<file path="src/rtl/uart_post_monitor.sv">
// 8N1 UART receiver on the SoC TX pin plus a PASS/FAIL verdict scanner.
// Bytes come out as one-cycle pulses. The verdict flags stay set until reset.
module uart_post_monitor #(
    parameter int          CLKS_PER_BIT = 217,
    parameter logic [31:0] PASS_WORD    = 32'h50415353,
    parameter logic [31:0] FAIL_WORD    = 32'h4641494C
) (
    input  logic        clk,
    input  logic        rst_n,
    input  logic        rx,
    output logic        byte_valid,
    output logic [7:0]  byte_data,
    output logic        frame_err,
    output logic [15:0] byte_count,
    output logic [7:0]  err_count,
    output logic        pass_seen,
    output logic        fail_seen,
    output logic        busy
);
    // state | meaning
    // IDLE  | line idle, waiting for a falling edge on rx_s
    // START | counting to the middle of the start bit, rejects short glitches
    // DATA  | sampling 8 data bits, LSB first
    // STOP  | sampling the stop bit
    // BREAK | stop bit was low; hold until the line returns high
    typedef enum logic [2:0] {
        IDLE  = 3'd0,
        START = 3'd1,
        DATA  = 3'd2,
        STOP  = 3'd3,
        BREAK = 3'd4
    } state_t;

    localparam logic [11:0] BIT_M1  = 12'(CLKS_PER_BIT - 1);
    localparam logic [11:0] HALF_M1 = 12'(CLKS_PER_BIT / 2 - 1);

    state_t      r_state;
    logic        r_rx_meta;
    logic        r_rx_s;
    logic        r_rx_prev;
    logic [11:0] r_baud_cnt;
    logic [2:0]  r_bit_cnt;
    logic [7:0]  r_shift;
    logic        r_byte_valid;
    logic [7:0]  r_byte_data;
    logic        r_frame_err;
    logic [15:0] r_byte_count;
    logic [7:0]  r_err_count;
    logic [23:0] r_window;
    logic        r_pass_seen;
    logic        r_fail_seen;

    logic        w_rx_fall;
    logic        w_baud_tc;
    logic [31:0] w_window_next;

    assign w_rx_fall     = r_rx_prev & ~r_rx_s;
    assign w_baud_tc     = (r_baud_cnt == 12'd0);
    // Only the newest three bytes need storing; the fourth is the byte on r_byte_data.
    assign w_window_next = {r_window, r_byte_data};

    always_ff @(posedge clk) begin
        if (!rst_n) begin
            r_state      <= IDLE;
            r_rx_meta    <= 1'b1;
            r_rx_s       <= 1'b1;
            r_rx_prev    <= 1'b1;
            r_baud_cnt   <= 12'd0;
            r_bit_cnt    <= 3'd0;
            r_shift      <= 8'h00;
            r_byte_valid <= 1'b0;
            r_byte_data  <= 8'h00;
            r_frame_err  <= 1'b0;
            r_byte_count <= 16'h0000;
            r_err_count  <= 8'h00;
        end else begin
            r_rx_meta    <= rx;
            r_rx_s       <= r_rx_meta;
            r_rx_prev    <= r_rx_s;
            r_byte_valid <= 1'b0;
            r_frame_err  <= 1'b0;
            case (r_state)
                IDLE: begin
                    if (w_rx_fall) begin
                        r_state    <= START;
                        r_bit_cnt  <= 3'd0;
                        r_baud_cnt <= HALF_M1;
                    end
                end
                START: begin
                    if (w_baud_tc) begin
                        if (!r_rx_s) begin
                            r_state    <= DATA;
                            r_baud_cnt <= BIT_M1;
                        end else begin
                            r_state <= IDLE;
                        end
                    end else begin
                        r_baud_cnt <= r_baud_cnt - 12'd1;
                    end
                end
                DATA: begin
                    if (w_baud_tc) begin
                        r_shift    <= {r_rx_s, r_shift[7:1]};
                        r_baud_cnt <= BIT_M1;
                        if (r_bit_cnt == 3'd7) begin
                            r_state <= STOP;
                        end else begin
                            r_bit_cnt <= r_bit_cnt + 3'd1;
                        end
                    end else begin
                        r_baud_cnt <= r_baud_cnt - 12'd1;
                    end
                end
                STOP: begin
                    if (w_baud_tc) begin
                        if (r_rx_s) begin
                            r_byte_valid <= 1'b1;
                            r_byte_data  <= r_shift;
                            if (r_byte_count != 16'hFFFF) begin
                                r_byte_count <= r_byte_count + 16'd1;
                            end
                            r_state <= IDLE;
                        end else begin
                            r_frame_err <= 1'b1;
                            if (r_err_count != 8'hFF) begin
                                r_err_count <= r_err_count + 8'd1;
                            end
                            r_state <= BREAK;
                        end
                    end else begin
                        r_baud_cnt <= r_baud_cnt - 12'd1;
                    end
                end
                BREAK: begin
                    if (r_rx_s) begin
                        r_state <= IDLE;
                    end
                end
                default: r_state <= IDLE;
            endcase
        end
    end

    always_ff @(posedge clk) begin
        if (!rst_n) begin
            r_window    <= 24'h000000;
            r_pass_seen <= 1'b0;
            r_fail_seen <= 1'b0;
        end else if (r_byte_valid) begin
            r_window <= w_window_next[23:0];
            if (w_window_next == PASS_WORD) begin
                r_pass_seen <= 1'b1;
            end
            if (w_window_next == FAIL_WORD) begin
                r_fail_seen <= 1'b1;
            end
        end
    end

    assign byte_valid = r_byte_valid;
    assign byte_data  = r_byte_data;
    assign frame_err  = r_frame_err;
    assign byte_count = r_byte_count;
    assign err_count  = r_err_count;
    assign pass_seen  = r_pass_seen;
    assign fail_seen  = r_fail_seen;
    assign busy       = (r_state != IDLE);

endmodule

</file>
<file path="config.mk">
export PLATFORM = sky130hd
export DESIGN_NAME = uart_post_monitor
export DESIGN_NICKNAME = d
export VERILOG_FILES = /design/src/rtl/uart_post_monitor.sv
export SDC_FILE = /design/constraint.sdc
export NUM_CORES = 1
export LEC_CHECK = 0
export CORE_ASPECT_RATIO = 2
export CORE_MARGIN = 5
export CORE_UTILIZATION = 55
export DETAILED_ROUTE_END_ITERATION = 12
export GPL_TIMING_DRIVEN = 1
export PLACE_DENSITY = 0.81
export SLEW_MARGIN = 20
export SYNTH_ARGS = -nofsm -noshare
export SYNTH_HDL_FRONTEND = slang
export SYNTH_SLANG_ARGS = --single-unit
</file>
<file path="constraint.sdc">
create_clock -name clk -period 3.2 [get_ports clk]
set_clock_uncertainty 0.05 [all_clocks]
set_input_delay 0.64 -clock clk [delete_from_list [all_inputs] [get_ports clk]]
set_output_delay 0.64 -clock clk [all_outputs]
set_load 0.02 [all_outputs]
</file>
==> impl_metrics.csv <==
group,metric,value,unit
outcome,status,"completed",
die,die_w,70.6,um
yosys,synth_edf_count,0,
yosys,synth_area,4040,um^2
yosys,synth_most_common_cell,"dfxtp_1",
global_routing,grt_pass1_vias,3621,
setup_path,worst_setup_path_end_kind,"primary output",
global_routing,antenna_found_initial,0,
clock_tree,post_cts_resized,0,
yosys,async_flop_share,0,%
timing,tightestPinTransition,0.861,ns
timing,hold_viol,0,
hold_path,hold_class,"flip-flop to flip-flop",
timing,slew_violations,0,
place,dp_slack,0.762,ns
yosys,synth_cell_types,52,
setup_path,critPathLaunch,"r_state[2]",
die,die-height,131,um
clock_tree,holdBufCountCts,0,
die,start_util,56.0,%
yosys,synthAdderAreaFrac,1.86,%
power,p_per_area,502,nW/um^2
detailed_routing,drt_iter0_markers,283,
timing,period_share,78.3,%
yosys,synthTopCellsByArea,"dfxtp_1 (44%), mux2i_1 (8.7%), nor2_1 (5.8%), nand2_1 (4.5%), a21oi_1 (3.5%)",
yosys,yosys.area.top_type,"dfxtp_1",
place,detailed_place.area,4510,um^2
clock_tree,h-tree-depth,3,
timing,rsz0062_at_grt,"no",
yosys,yosysSeqAreaShare,44.1,%
place,hpwl,6750,um
yosys,yosys_warnings,0,
yosys,synthFlopType,"dfxtp_1",
detailed_routing,wire_per_inst,15.9,um
clock_tree,clkLatencyLatePin,0.34,ns
clock_tree,cts_buffers,9,
yosys,synth_nets,466,
setup_path,start_kind,"flip-flop",
place,place_congestion,0.895,
timing,tns,0,ns
final_layout,post_route_cells_drive_above_1_share,6.41,%
die,core-area,7210,um^2
global_routing,grt-ovfl-total,0,
setup_path,required,2.51,ns
detailed_routing,vias_per_cell,5.91,
timing,finalSetupViolations,0,
clock_tree,cts_buffer_depth,2,
yosys,synth-xor-area-share,2.60,%
yosys,syn_area_per_cell,8.84,um^2
setup_path,crit_path_max_fanout,17,
global_routing,grt_use_total,21.2,%
timing,fin_crit,2.51,ns
yosys,ys_seq_elements,89,
power,ir_worst_vdd,0.000318,V
power,p_leak,1.64,nW
die,fp.dieArea,9260,um^2
run,maxCapViolCount,0,
detailed_routing,num_vias,3490,
yosys,synth-simple-area-share,26.8,%
setup_path,timing.rr.start,"r_baud_cnt[6]",
yosys,synth_cells,457,
power,finalPower,2.42,mW
die,rows,44,
detailed_routing,drc,0,
yosys,synth_compound_area_share,12.3,%
setup_path,crit_arrival,1.82,ns
detailed_routing,drt_first_pass_iters,5,
timing,max_freq,399,MHz
hold_path,worstHoldStart,"r_rx_meta",
clock_tree,clock-root-buffer,"clkbuf_16",
timing,max_slew_margin,42.1,%
clock_tree,clk_pin_slew,0.07,ns
timing,fin_ws,0.693,ns
global_routing,grt_pass1_wl,16100,um
detailed_routing,wirelength,9400,um
clock_tree,cts_tree,"yes",
global_routing,grt_start_max_net_pins,44,
clock_tree,cts_setup_buffers,0,
yosys,synth_top_area_share,44.1,%
final_layout,finalNetCount,503,
final_layout,antennaDiodeCount,0,
final_layout,design_area,4810,um^2
yosys,synth_top_family_by_area,"simple AND/OR/NAND/NOR gates",
setup_path,critPathKind,"flip-flop to primary output",
yosys,yosys-top-cells-count,"dfxtp_1 (89), nor2_1 (62), nand2_1 (48)",
clock_tree,cts_sinks,89,
die,design.portCount,40,
detailed_routing,drtAntennaViolNets,0,
place,port_buffers,39,
final_layout,area_growth,19.2,%
yosys,synthMuxAreaShare,8.68,%
==> registers in the layout (all words and copies together), names as in the netlist <==
name	count
r_rx_meta	1
r_baud_cnt	12
r_bit_cnt	3
fail_seen	1
frame_err	1
pass_seen	1
r_state	3
byte_count	16
byte_valid	1
r_rx_s	1
r_window	24
r_shift	8
err_count	8
r_rx_prev	1
byte_data	8
==> per-stage QoR <==
stage / hold WS (ns) / util, % / std cells
after CTS: 0.362 / 66.8 / 591
final: 0.364 / 66.8 / 591
after global placement: 0.345 / 62.5 / 575
after detailed placement: 0.346 / 62.5 / 575
after global routing: 0.388 / 66.8 / 591
after floorplan: 0.336 / - / 457
==> path summary, 6_finish.rpt <==
kind	to	slack [ns]	depth (start not counted)
max	busy	0.69	2
min	r_rx_s	0.36	1
max reg2reg	byte_count[11]	0.70	5
min reg2reg	r_rx_s	0.36	1
==> where the power goes <==
group	leakage, nW	total (mW)	internal [mW]	switching [mW]
Clock	0.145	1.06	0.627	0.436
Combinational	0.775	0.218	0.0752	0.143
Sequential	0.718	1.13	1.12	0.0150
==> placed cells by master, fill, tap and decap left out, types with 2 or more instances in the layout <==
cell type	count
nor4bb_1	2
nor2_1	62
o31ai_1	4
and4_1	5
nand3_1	16
xor2_1	10
nand2b_1	12
xnor2_1	2
nand2_1	48
clkdlybuf4s50_1	39
o32ai_1	6
and2_1	4
a21oi_1	28
clkinv_4	2
or4_1	6
nand4_1	15
mux2i_1	35
nor3_1	8
dfxtp_1	89
o21a_1	5
nor4_1	4
o211a_1	2
and3_1	3
inv_1	9
ha_1	6
clkbuf_16	9
a31oi_1	4
clkinvlp_4	2
o21ai_0	11
nor4b_1	6
and4b_1	2
buf_4	10
a311oi_1	2
o211ai_1	3
or3_1	8
==> worst max-delay path, cell delays in order (launching register included) <==
cell and delay [ns]:
dfxtp_1 0.47, or3_1 0.45, clkdlybuf4s50_1 0.55
==> layout make-up <==
type                       instances  area, um^2
clock buffer                      10         239
clock inverter                     6        67.6
fill                             596        2400
inverter                          10        37.5
multi-input combinational        335        2110
sequential                        89        1780
tap                               92         115
timing repair buffer              49         465
==> per-layer routing <==
| metal | routed length, um | vias to the layer above | global-route usage (%) | share of wire (%) |
|---|---|---|---|---|
| met1 | 3500 | 1665 | 20.6 | 37 |
| met5 | 0 | - | 0 | 0 |
| met4 | 392 | 0 | 13.8 | 4.2 |
| met3 | 298 | 28 | 4.28 | 3.2 |
| li1 | - | 1716 | - | - |
| met2 | 5210 | 81 | 39.2 | 55 |
==> kinds of logic after synthesis <==
| group | after synthesis |
|---|---|
| flip-flops | 89 |
| AND/OR/NAND/NOR | 208 |
| multiplexers | 35 |
| adder cells (fa/ha/maj) | 6 |
| XOR/XNOR | 12 |
| AO/OA/AOI/OAI | 74 |
| buffers and inverters | 33 |
Note: power is estimated with default switching activity, not from simulation.
